<file path="src/rtl/dadd_pkg.sv">
// Shared types and constants for the pixel-adder sequencer.
// Define DADD_SHADE_EN to include the SHADE op.
package dadd_pkg;

`ifdef DADD_SHADE_EN
  typedef enum logic [2:0] {
    OpIdle, OpSrcz1, OpSrcz2, OpGourd, OpGourz, OpShade, OpPat
  } op_e;
  localparam int unsigned NumOps = 7;
`else
  typedef enum logic [2:0] {
    OpIdle, OpSrcz1, OpSrcz2, OpGourd, OpGourz, OpPat
  } op_e;
  localparam int unsigned NumOps = 6;
`endif

  localparam int unsigned CmdGourd    = 0;
  localparam int unsigned CmdGourz    = 1;
  localparam int unsigned CmdSrcshade = 2;
  localparam int unsigned CmdZadd     = 3;
  localparam int unsigned CmdPatdadd  = 4;
  localparam int unsigned CmdW        = 5;

  typedef struct packed {
    logic [2:0] asel;
    logic [2:0] bsel;
    logic [2:0] mode;
    logic [1:0] dsel;
  } op_code_t;

  localparam op_code_t CodeIdle  = '{asel: 3'd0, bsel: 3'd0, mode: 3'd0, dsel: 2'd0};
  localparam op_code_t CodeSrcz1 = '{asel: 3'd0, bsel: 3'd4, mode: 3'd0, dsel: 2'd2};
  localparam op_code_t CodeSrcz2 = '{asel: 3'd1, bsel: 3'd5, mode: 3'd0, dsel: 2'd2};
  localparam op_code_t CodeGourd = '{asel: 3'd2, bsel: 3'd6, mode: 3'd1, dsel: 2'd0};
  localparam op_code_t CodeGourz = '{asel: 3'd3, bsel: 3'd7, mode: 3'd1, dsel: 2'd1};
  localparam op_code_t CodeShade = '{asel: 3'd2, bsel: 3'd6, mode: 3'd4, dsel: 2'd0};
  localparam op_code_t CodePat   = '{asel: 3'd0, bsel: 3'd0, mode: 3'd7, dsel: 2'd3};

  function automatic op_code_t op_code(op_e op);
    op_code_t code;
    code = CodeIdle;
    case (op)
      OpSrcz1: code = CodeSrcz1;
      OpSrcz2: code = CodeSrcz2;
      OpGourd: code = CodeGourd;
      OpGourz: code = CodeGourz;
`ifdef DADD_SHADE_EN
      OpShade: code = CodeShade;
`endif
      OpPat:   code = CodePat;
      default: code = CodeIdle;
    endcase
    return code;
  endfunction

  // Ops that sweep every lane before moving on.
  function automatic logic op_iterates(op_e op);
    logic it;
    it = (op == OpGourd) || (op == OpGourz);
`ifdef DADD_SHADE_EN
    it = it || (op == OpShade);
`endif
    return it;
  endfunction

endpackage

</file>
<file path="src/rtl/dadd_nextop.sv">
// Priority selector: first enabled op strictly after the current one, else OpIdle.
// en[k] enables the op whose encoding is k+1.
module dadd_nextop
  import dadd_pkg::*;
(
  input  op_e               cur,
  input  logic [NumOps-2:0] en,
  output op_e               nxt
);

  always_comb begin
    nxt = OpIdle;
    // Descending scan so the lowest qualifying op wins.
    for (int i = NumOps - 1; i >= 1; i--) begin
      if ((i > int'(cur)) && en[i-1]) begin
        nxt = op_e'(i[2:0]);
      end
    end
  end

endmodule

</file>
<file path="src/rtl/dadd_seq.sv">
// Pixel-adder op sequencer: steps through enabled ops and lanes on each adv tick.
// Define DADD_SHADE_EN to include the SHADE op.
module dadd_seq
  import dadd_pkg::*;
#(
  parameter int unsigned LANES = 4,
  parameter int unsigned LW    = 2
) (
  input  logic          clk,
  input  logic          resetl,
  input  logic          cmd_ld,
  input  logic [31:0]   cmd_din,
  input  logic          start,
  input  logic          adv,
  output logic          busy,
  output logic          done,
  output logic          start_drop,
  output logic          op_valid,
  output logic [2:0]    daddasel,
  output logic [2:0]    daddbsel,
  output logic [2:0]    daddmode,
  output logic [1:0]    data_sel,
  output logic [LW-1:0] lane
);

  logic [CmdW-1:0]   shadow_q, shadow_d;
  logic [CmdW-1:0]   cmd_q, cmd_d;
  op_e               state_q, state_d;
  logic [LW-1:0]     lane_q, lane_d;
  logic              done_q, done_d;
  logic              drop_q, drop_d;
  logic [NumOps-2:0] start_en, run_en;
  op_e               start_nxt, run_nxt;
  op_code_t          code;

`ifdef DADD_SHADE_EN
  assign start_en = {shadow_q[CmdPatdadd], shadow_q[CmdSrcshade], shadow_q[CmdGourz],
                     shadow_q[CmdGourd], shadow_q[CmdZadd], shadow_q[CmdZadd]};
  assign run_en   = {cmd_q[CmdPatdadd], cmd_q[CmdSrcshade], cmd_q[CmdGourz],
                     cmd_q[CmdGourd], cmd_q[CmdZadd], cmd_q[CmdZadd]};
  logic unused_cmd;
  assign unused_cmd = ^cmd_din[31:CmdW];
`else
  assign start_en = {shadow_q[CmdPatdadd], shadow_q[CmdGourz],
                     shadow_q[CmdGourd], shadow_q[CmdZadd], shadow_q[CmdZadd]};
  assign run_en   = {cmd_q[CmdPatdadd], cmd_q[CmdGourz],
                     cmd_q[CmdGourd], cmd_q[CmdZadd], cmd_q[CmdZadd]};
  logic unused_cmd;
  assign unused_cmd = ^{cmd_din[31:CmdW], shadow_q[CmdSrcshade], cmd_q[CmdSrcshade]};
`endif

  dadd_nextop u_start_sel (
    .cur (OpIdle),
    .en  (start_en),
    .nxt (start_nxt)
  );

  dadd_nextop u_run_sel (
    .cur (state_q),
    .en  (run_en),
    .nxt (run_nxt)
  );

  always_comb begin
    shadow_d = cmd_ld ? cmd_din[CmdW-1:0] : shadow_q;
    cmd_d    = cmd_q;
    state_d  = state_q;
    lane_d   = lane_q;
    done_d   = 1'b0;
    drop_d   = 1'b0;
    if (state_q == OpIdle) begin
      if (start) begin
        // Shadow is sampled before this cycle's cmd_ld takes effect.
        cmd_d   = shadow_q;
        state_d = start_nxt;
        lane_d  = '0;
        done_d  = (start_nxt == OpIdle);
      end
    end else begin
      drop_d = start;
      if (adv) begin
        if (op_iterates(state_q) && (lane_q != LW'(LANES - 1))) begin
          lane_d = lane_q + 1'b1;
        end else begin
          lane_d  = '0;
          state_d = run_nxt;
          done_d  = (run_nxt == OpIdle);
        end
      end
    end
  end

  always_ff @(posedge clk or negedge resetl) begin
    if (!resetl) begin
      shadow_q <= '0;
      cmd_q    <= '0;
      state_q  <= OpIdle;
      lane_q   <= '0;
      done_q   <= 1'b0;
      drop_q   <= 1'b0;
    end else begin
      shadow_q <= shadow_d;
      cmd_q    <= cmd_d;
      state_q  <= state_d;
      lane_q   <= lane_d;
      done_q   <= done_d;
      drop_q   <= drop_d;
    end
  end

  assign code       = op_code(state_q);
  assign busy       = (state_q != OpIdle);
  assign op_valid   = busy;
  assign done       = done_q;
  assign start_drop = drop_q;
  assign daddasel   = code.asel;
  assign daddbsel   = code.bsel;
  assign daddmode   = code.mode;
  assign data_sel   = code.dsel;
  assign lane       = lane_q;

endmodule
</file>
<file path="config.mk">
export PLATFORM = sky130hd
export DESIGN_NAME = dadd_seq
export DESIGN_NICKNAME = d
export VERILOG_FILES = /design/src/rtl/dadd_pkg.sv /design/src/rtl/dadd_nextop.sv /design/src/rtl/dadd_seq.sv
export SDC_FILE = /design/constraint.sdc
export NUM_CORES = 1
export LEC_CHECK = 0
export BUFFER_PORTS_ARGS = -buffer_cell sky130_fd_sc_hd__buf_2
export CAP_MARGIN = 20
export CORE_MARGIN = 2
export CORE_UTILIZATION = 43
export DETAILED_ROUTE_END_ITERATION = 6
export PLACE_DENSITY = 0.89
export RECOVER_POWER = 100
export SLEW_MARGIN = 20
export SYNTH_ARGS = -nofsm -noshare
export SYNTH_HDL_FRONTEND = slang
export SYNTH_SLANG_ARGS = --single-unit
</file>
<file path="constraint.sdc">
create_clock -name clk -period 1.87 [get_ports clk]
set_input_delay 0.2805 -clock clk [delete_from_list [all_inputs] [get_ports clk]]
set_output_delay 0.2805 -clock clk [all_outputs]
set_load 0.03 [all_outputs]
</file>
==> results of run 1 <==
==> metrics by stage <==
stage / setup slack, ns / util, % / area [um2] / std cells
after floorplan: 0.1170 / - / 954.7 / 98
after global placement: 0.2401 / 49.21 / 1057 / 143
after detailed placement: 0.1968 / 49.21 / 1057 / 143
after CTS: 0.02066 / 50.96 / 1095 / 148
after global routing: 0.02756 / 49.74 / 1069 / 148
final: 0.1113 / 49.74 / 1069 / 148
==> cells by family (layout without fill, tap and decap cells) <==
logic type	after synthesis	in the layout	share of synthesized area, %
DFF	15	15	39.53
muxes	8	8	9.485
AOI/OAI and AO/OA	31	31	23.59
xor gates and xnor gates	2	2	1.845
buffers and inverters	18	40	11.07
other	1	1	0.3949
and+or+nand+nor	22	22	12.78
adders and majority gates	1	1	1.317
==> cell usage after synthesis <==
cell type	instances	share of area, %
mux2_2	4	4.7
o211a_1	1	1.1
dfrtp_1	15	40
xnor2_1	2	1.8
a2111oi_4	1	2.9
nand2b_1	1	0.66
conb_1	1	0.39
nor2_1	6	2.4
o221ai_1	1	0.92
buf_6	2	2.4
buf_4	5	4.0
and3_1	1	0.66
o41ai_1	1	0.92
o32a_1	1	1.1
a22o_1	2	1.8
mux2_1	4	4.7
nand3_1	2	1.1
o21ai_0	8	4.2
a21oi_1	5	2.6
o21bai_1	1	0.79
a21o_1	2	1.6
buf_2	3	1.6
nand2_1	5	2.0
nor2b_1	1	0.66
nor3b_1	2	1.6
inv_1	5	2.0
o21ai_2	1	0.92
a31oi_1	1	0.66
o22ai_1	2	1.3
or3_1	1	0.66
nor3_1	2	1.1
o211ai_1	1	0.79
o21ai_1	2	1.1
a21oi_2	1	0.92
ha_1	1	1.3
inv_2	3	1.2
nor2_8	1	2.1
==> final timing paths <==
path                                to  slack, ns  cells after the start
min in group asynchronous      lane[1]       0.57                      2
max in group asynchronous   start_drop       0.81                      2
hold reg to reg               cmd_q[3]       0.53                      1
setup reg to reg            state_q[0]       0.14                      5
setup / recovery           data_sel[0]       0.11                      4
hold / removal             shadow_q[1]       0.19                      3
==> critical path: stages, from the launching register on <==
cell and delay (ns):
dfrtp_1 0.37, buf_4 0.22, inv_1 0.12, nor2_1 0.14
clkbuf_1 0.33
==> registers in the layout (all words and copies together), names as in the netlist <==
signal	cells
cmd_q	4
done	1
lane	2
shadow_q	4
start_drop	1
state_q	3
==> routing by layer <==
layer | track usage (%) | vias to the layer above
met2 | 27.92 | 31
li1 | - | 384
met5 | 0 | -
met3 | 1.754 | 7
met4 | 7.207 | 0
met1 | 19.11 | 362
==> power by group through the flow <==
stage                     clock network, mW  logic [mW]  registers (mW)
after global routing                  0.205        1.36           0.535
after floorplan                           0        1.04           0.563
after global placement                    0        1.26           0.514
after CTS                             0.191        1.31           0.513
after detailed placement                  0        1.30           0.519
final                                 0.185        1.26           0.522
==> final cells by class <==
cell class,instances,area [um2]
Fill cell,216,1080
Multi-Input combinational cell,65,460.4
Sequential cell,15,375.4
Timing Repair Buffer,28,140.1
Tap cell,28,35.03
Inverter,8,30.03
Clock buffer,3,22.52
Clock inverter,1,5.005
==> repair_timing <==
action	in CTS	in global routing
resized for setup	0	2
setup endpoints to repair	0	5
setup buffers	0	0
hold buffers	1	0
hold endpoints to repair	15	0
==> impl_metrics.csv, run 1 <==
group,metric,value,unit
outcome,outcome,"finished clean",
timing,drv_slew,0,
setup_path,cp-start-kind,"flip-flop",
clock_network,clockBufferDepth,2,
global_routing,globalRouteOverflowTotal,0,
logic_synthesis,ys_warn_count,0,
logic_synthesis,synth.cell_area,949.7,um2
logic_synthesis,synth.avg_cell_area,9.690,um2
timing,post-route-period-util,94.05,%
clock_network,root_buffer,"clkbuf_4",
detailed_routing,totalWireLength,1974,um
timing,period_needed,1.759,ns
power_and_ir_drop,swShare,52.81,%
clock_network,cts_tree,"done",
clock_network,numCtsBuffers,3,
power_and_ir_drop,power.switching,1.039,mW
global_routing,grt_pass1_wl,3105,um
power_and_ir_drop,internal_power,928.5,uW
setup_path,critPathArrivalTime,1.48,ns
timing,worst_slew_pin_slew,0.7832,ns
detailed_routing,wire_per_inst,13.34,um
floorplan,die_width,51.00,um
finish,mostFrequentLayoutCell,"dfrtp_1",
timing,hold_ws,0.1944,ns
global_routing,grt_pass1_vias,725,
detailed_routing,postRouteAntennaNets,0,
timing,skew,0.004887,ns
detailed_routing,wl_met1,902,um
logic_synthesis,ys_seq_area_share,39.53,%
flow_run,maxCapViolCount,0,
finish,antenna_cells,0,
power_and_ir_drop,p_per_area,1841,nW/um2
timing,fmax,568.6,MHz
global_routing,grtUsageTotal,15.81,%
finish,layout_common_cells,"15 x dfrtp_1, 10 x o21ai_0, 10 x clkbuf_1",
finish,finalNetCount,159,
clock_network,clk_pin_slew,0.09,ns
power_and_ir_drop,p_leak,0.4836,nW
detailed_routing,maxUsedRoutingLayer,"met4",
global_routing,antenna_found_initial,0,
global_routing,grt_max_degree,18,
floorplan,num_rows,17,
timing,setup_viol,0,
timing,slew_headroom,47.79,%
floorplan,fp.coreArea,2148,um2
setup_path,crit_fanout,17,
setup_path,crit_type,"reg2out",
floorplan,dieArea,2600,um2
setup_path,end_kind,"output port",
clock_network,htree_levels,1,
floorplan,initial_core_util,44.21,%
placed_design,dp.final_hpwl,1442,um
timing,final.setup.tns,0,ns
detailed_routing,drt_iter0_drc,15,
power_and_ir_drop,p_seq_share,26.5,%
power_and_ir_drop,ir_worst_vdd,0.7747,mV
logic_synthesis,ys_seq_elements,15,
timing,grt_setup_unrepaired,"false",
finish,drive_above_1_share,26.67,%
clock_network,clock-sinks,15,
logic_synthesis,synth_cells,98,
detailed_routing,routed_via_density,5.297,
detailed_routing,first_pass_iters,4,
setup_path,regToRegStartpoint,"state_q[0]",
placed_design,gp_congestion,0.9023,
detailed_routing,vias,784,
setup_path,worstSetupStartpoint,"state_q[2]",
placed_design,port_buffers,24,
logic_synthesis,synth_nets,136,
logic_synthesis,synth_cell_types,37,
detailed_routing,wl_met3,112,um
hold_path,holdCritPathClass,"in2reg",
timing,hold_viol,0,
power_and_ir_drop,p_total,1.968,mW
setup_path,crit_required,1.59,ns
hold_path,holdCritStartpoint,"cmd_din[1]",
power_and_ir_drop,clkPwrFrac,9.4,%
detailed_routing,wl_met2,910,um
floorplan,die_h,51.00,um
detailed_routing,drc,0,
floorplan,num_io_pins,54,
finish,syn_to_final_growth,12.52,%
power_and_ir_drop,power_frac_comb,64.1,%
clock_network,insertion_delay,0.29,ns
(Power assumes the default switching activity.)
==> run 2: changes to the inputs <==
--- a/config.mk
+++ b/config.mk
@@ -11,7 +11,7 @@
 export CORE_UTILIZATION = 43
 export DETAILED_ROUTE_END_ITERATION = 6
 export PLACE_DENSITY = 0.89
-export RECOVER_POWER = 100
+export RECOVER_POWER = 25
 export SLEW_MARGIN = 20
 export SYNTH_ARGS = -nofsm -noshare
 export SYNTH_HDL_FRONTEND = slang
==> impl_metrics.csv, run 2 (synthesized netlist as in run 1, its figures left out) <==
group,metric,value,unit
outcome,outcome,"finished clean",
setup_path,end_kind,"output port",
floorplan,dieArea,2600,um2
power_and_ir_drop,p_per_area,1849,nW/um2
detailed_routing,vias,798,
clock_network,htree_levels,1,
power_and_ir_drop,p_leak,0.5301,nW
hold_path,whs_path_depth,3,
clock_network,insertion_delay,0.29,ns
placed_design,dp.final_hpwl,1442,um
setup_path,crit_chain,"buf_4 -> nor2_2 -> a22o_1 -> buf_2",
power_and_ir_drop,ir_worst_vdd,0.7925,mV
setup_path,cp_slowest_cell,"dfrtp_1",
detailed_routing,drc,0,
finish,design_area,1101,um2
floorplan,num_rows,17,
timing,grt_setup_unrepaired,"false",
placed_design,pre_cts_ws,0.1968,ns
setup_path,slowest_delay,0.39,ns
flow_run,maxCapViolCount,0,
detailed_routing,wire_per_inst,13.49,um
clock_network,cts_tree,"done",
detailed_routing,first_pass_iters,4,
placed_design,gp_congestion,0.9023,
global_routing,grt_pass1_wl,3105,um
placed_design,port_buffers,24,
hold_path,whs_endpoint,"shadow_q[1]",
global_routing,globalRouteOverflowTotal,0,
power_and_ir_drop,p_total,2.036,mW
timing,setup_viol,0,
finish,syn_to_final_growth,15.94,%
setup_path,r2r_slack,0.29,ns
detailed_routing,totalWireLength,1996,um
finish,antenna_cells,0,
timing,final.setup.tns,0,ns
global_routing,grtUsageTotal,15.81,%
timing,period_needed,1.748,ns
setup_path,path_buf_inv,2,
finish,mostFrequentLayoutCell,"buf_2",
detailed_routing,postRouteAntennaNets,0,
setup_path,crit_family,"buffers and inverters",
setup_path,crit_type,"reg2out",
timing,setup_slack,0.1225,ns
hold_path,holdCritPathClass,"in2reg",
floorplan,initial_core_util,44.21,%
floorplan,die_h,51.00,um
clock_network,root_buffer,"clkbuf_4",
detailed_routing,drt_iter0_drc,24,
floorplan,die_width,51.00,um
detailed_routing,routed_via_density,5.392,
timing,hold_viol,0,
setup_path,cp.depth,4,
placed_design,dpl_cell_area,1057,um2
setup_path,crit_required,1.59,ns
setup_path,regToRegStartpoint,"state_q[0]",
finish,reg_top3,"cmd_q (4), shadow_q (4), state_q (3)",
global_routing,grt_pass1_vias,725,
timing,fmax,572.2,MHz
setup_path,critPathArrivalTime,1.47,ns
floorplan,fp.coreArea,2148,um2
global_routing,grt_max_degree,18,
finish,filler_cell_count,208,
global_routing,antenna_found_initial,0,
finish,layout_common_cells,"23 x buf_2, 15 x dfrtp_1, 8 x o21ai_0",
timing,drv_slew,0,
timing,post-route-period-util,93.45,%
clock_network,clock-sinks,15,
hold_path,holdCritStartpoint,"cmd_din[1]",
setup_path,r2r_cells,5,
finish,finalNetCount,159,
floorplan,num_io_pins,54,
timing,skew,0.003090,ns
setup_path,regToRegEndpoint,"state_q[0]",
finish,drive_above_1_share,36.67,%
setup_path,cp-start-kind,"flip-flop",
clock_network,numCtsBuffers,3,
clock_network,clockBufferDepth,2,
clock_network,clk_pin_slew,0.09,ns
setup_path,worstSetupStartpoint,"state_q[1]",
timing,worst_slew_pin_slew,0.7938,ns
timing,slew_headroom,47.08,%
setup_path,crit_fanout,15,
## run 2: repair_timing
action	4_1_cts	5_1_grt
gates resized for setup	0	2
hold endpoints to repair	15	0
hold buffers	1	0
endpoints found under the setup margin	0	5
setup buffers	0	0
## run 2: cell type report
type                    instances  area, um2  share of cell area [%]
repair buffers                 28      151.4                   13.75
clock buffers                   3      22.52                   2.045
flip-flops and latches         15      375.4                   34.09
multi-input cells              65      481.7                   43.75
well taps                      28      35.03                   3.182
clock inverters                 1      5.005                  0.4545
inverters                       8      30.03                   2.727
## run 2: how the worst max path moves through the flow
stage                        endpoint  slack [ns]
final                     daddbsel[1]        0.12
after global placement       cmd_q[1]        0.24
after CTS                        busy        0.02
after detailed placement     cmd_q[1]        0.20
after global routing      daddasel[1]        0.04
after floorplan           daddbsel[0]        0.12
## run 2: worst reg2reg max path, cell delays in order, from the launching register on
cell and delay, ns:
dfrtp_1 0.40, buf_4 0.18, nor3b_1 0.15, o21ai_2 0.16
nand3_1 0.15, o41ai_1 0.42
## run 2: per-layer routing
layer / share of wire (%) / global-route usage [%] / vias up
met1: 44 / 19.11 / 369
met2: 48 / 27.92 / 40
li1: - / - / 385
met5: 0 / 0 / -
met3: 6.8 / 1.754 / 4
met4: 1.3 / 7.207 / 0
## run 2: where the power goes
group          switching [mW]  internal (mW)
Combinational           0.870          0.459
Sequential             0.0905          0.432
Clock                   0.106         0.0796
Total                    1.07          0.970
## run 2: metrics by stage
step	hold WS (ns)	std cells	util [%]
3_5_place_dp	0.2020	143	49.21
5_1_grt	0.2212	148	51.25
2_1_floorplan	-0.01509	98	-
6_report	0.1961	148	51.25
3_3_place_gp	0.1929	143	49.21
4_1_cts	0.2009	148	50.96
==> run 3: changes to the inputs <==
--- a/config.mk
+++ b/config.mk
@@ -8,11 +8,14 @@
 export BUFFER_PORTS_ARGS = -buffer_cell sky130_fd_sc_hd__buf_2
 export CAP_MARGIN = 20
 export CORE_MARGIN = 2
-export CORE_UTILIZATION = 43
+export CORE_UTILIZATION = 45
+export CTS_BUF_LIST = sky130_fd_sc_hd__clkbuf_2
 export DETAILED_ROUTE_END_ITERATION = 6
-export PLACE_DENSITY = 0.89
+export PLACE_DENSITY = 0.93
 export RECOVER_POWER = 25
+export SKIP_CTS_REPAIR_TIMING = 1
 export SLEW_MARGIN = 20
 export SYNTH_ARGS = -nofsm -noshare
 export SYNTH_HDL_FRONTEND = slang
 export SYNTH_SLANG_ARGS = --single-unit
+export TNS_END_PERCENT = 10
==> impl_metrics.csv, run 3 (synthesized netlist as in run 1, its figures left out) <==
group,metric,value,unit
setup_path,crit_fanout,15,
global_routing,grt_pass1_wl,3236,um
clock_network,numCtsBuffers,3,
placed_design,gp_congestion,0.8761,
floorplan,dieArea,2494,um2
floorplan,initial_core_util,47.92,%
flow_run,maxCapViolCount,0,
placed_design,dp.final_hpwl,1466,um
clock_network,clk_pin_slew,0.14,ns
detailed_routing,drt_iter0_drc,13,
timing,drv_slew,0,
finish,layout_common_cells,"23 x buf_2, 15 x dfrtp_1, 8 x o21ai_0",
setup_path,crit_required,1.59,ns
power_and_ir_drop,p_per_area,1827,nW/um2
global_routing,grtUsageTotal,17.14,%
global_routing,globalRouteOverflowTotal,0,
finish,finalNetCount,159,
power_and_ir_drop,p_total,1.995,mW
floorplan,fp.coreArea,1982,um2
clock_network,root_buffer,"clkbuf_2",
clock_network,htree_levels,1,
detailed_routing,drc,0,
global_routing,grt_pass1_vias,742,
timing,grt_setup_unrepaired,"false",
finish,mostFrequentLayoutCell,"buf_2",
setup_path,critPathArrivalTime,1.46,ns
power_and_ir_drop,ir_worst_vdd,0.8298,mV
global_routing,grt_max_degree,18,
detailed_routing,postRouteAntennaNets,0,
timing,skew,0.006164,ns
timing,hold_ws,0.2109,ns
floorplan,die_width,49.94,um
power_and_ir_drop,p_leak,0.5290,nW
detailed_routing,vias,785,
timing,fmax,574.9,MHz
outcome,outcome,"finished clean",
clock_network,cts_tree,"done",
timing,period_needed,1.739,ns
timing,hold_viol,0,
clock_network,insertion_delay,0.27,ns
hold_path,holdCritPathClass,"in2reg",
setup_path,regToRegStartpoint,"lane[0]",
detailed_routing,totalWireLength,1904,um
detailed_routing,wire_per_inst,12.95,um
setup_path,end_kind,"output port",
timing,slew_headroom,43.96,%
floorplan,die_h,49.94,um
setup_path,r2r_cells,5,
clock_network,clockBufferDepth,2,
clock_network,clock-sinks,15,
detailed_routing,routed_via_density,5.340,
timing,post-route-period-util,93.01,%
floorplan,num_rows,16,
finish,design_area,1092,um2
finish,drive_above_1_share,36.67,%
hold_path,whs_endpoint,"shadow_q[1]",
floorplan,num_io_pins,54,
global_routing,antenna_found_initial,0,
finish,reg_top3,"cmd_q (4), shadow_q (4), state_q (3)",
timing,worst_slew_pin_slew,0.8407,ns
hold_path,whs_path_depth,3,
finish,antenna_cells,0,
placed_design,dpl_cell_area,1056,um2
detailed_routing,first_pass_iters,4,
hold_path,holdCritStartpoint,"cmd_din[1]",
placed_design,port_buffers,24,
setup_path,cp-start-kind,"flip-flop",
setup_path,crit_type,"reg2out",
finish,syn_to_final_growth,15.02,%
setup_path,regToRegEndpoint,"state_q[2]",
timing,setup_viol,0,
timing,final.setup.tns,0,ns
finish,filler_cell_count,182,
setup_path,r2r_slack,0.29,ns
## run 3: cell count changes in the layout (fill, tap and decap cells not counted)
cell	change
clkbuf_2	+4
clkbuf_4	-3
clkinv_2	-1
## run 3: metal layers
layer  vias to the layer above  track usage, %  wire [um]
met5                         -               0          0
met4                         0           9.722          9
met3                         2           2.121        108
met2                        36           27.78        922
met1                       356           21.92        863
li1                        391               -          -
## run 3: report_power, final
| part | switching (mW) | internal (mW) | total (mW) |
|---|---|---|---|
| Sequential | 0.0864 | 0.431 | 0.517 |
| Combinational | 0.862 | 0.460 | 1.32 |
| Clock | 0.0993 | 0.0567 | 0.156 |
## run 3: worst max-delay path by stage
| stage | from | to | cells after the start |
|---|---|---|---|
| 6_report | state_q[1] | daddbsel[1] | 4 |
| 5_1_grt | state_q[1] | daddasel[1] | 4 |
| 4_1_cts | state_q[1] | busy | 2 |
| 3_5_place_dp | state_q[1] | cmd_q[3] | 3 |
| 3_3_place_gp | state_q[1] | cmd_q[1] | 3 |
| 2_1_floorplan | state_q[2] | daddbsel[0] | 5 |
## run 3: cell type report
class,instances,area [um2],share of cell area (%)
clock buffer,4,20.02,1.833
inverter,8,30.03,2.749
multi-input combinational,65,481.7,44.10
sequential,15,375.4,34.36
tap,27,33.78,3.093
timing repair buffer,28,151.4,13.86
## run 3: worst max-delay path, cell delays in order, from the launching register on
cell,delay [ns]
dfrtp_1,0.40
buf_4,0.20
nor2_2,0.19
a22o_1,0.19
buf_2,0.20
## run 3: through the flow
stage | utilization [%] | setup WS (ns) | std cells
floorplan | - | 0.1170 | 98
global placement | 53.28 | 0.2372 | 142
detailed placement | 53.28 | 0.2074 | 142
CTS | 54.29 | 0.03309 | 146
global route | 55.11 | 0.04291 | 147
finish | 55.11 | 0.1307 | 147
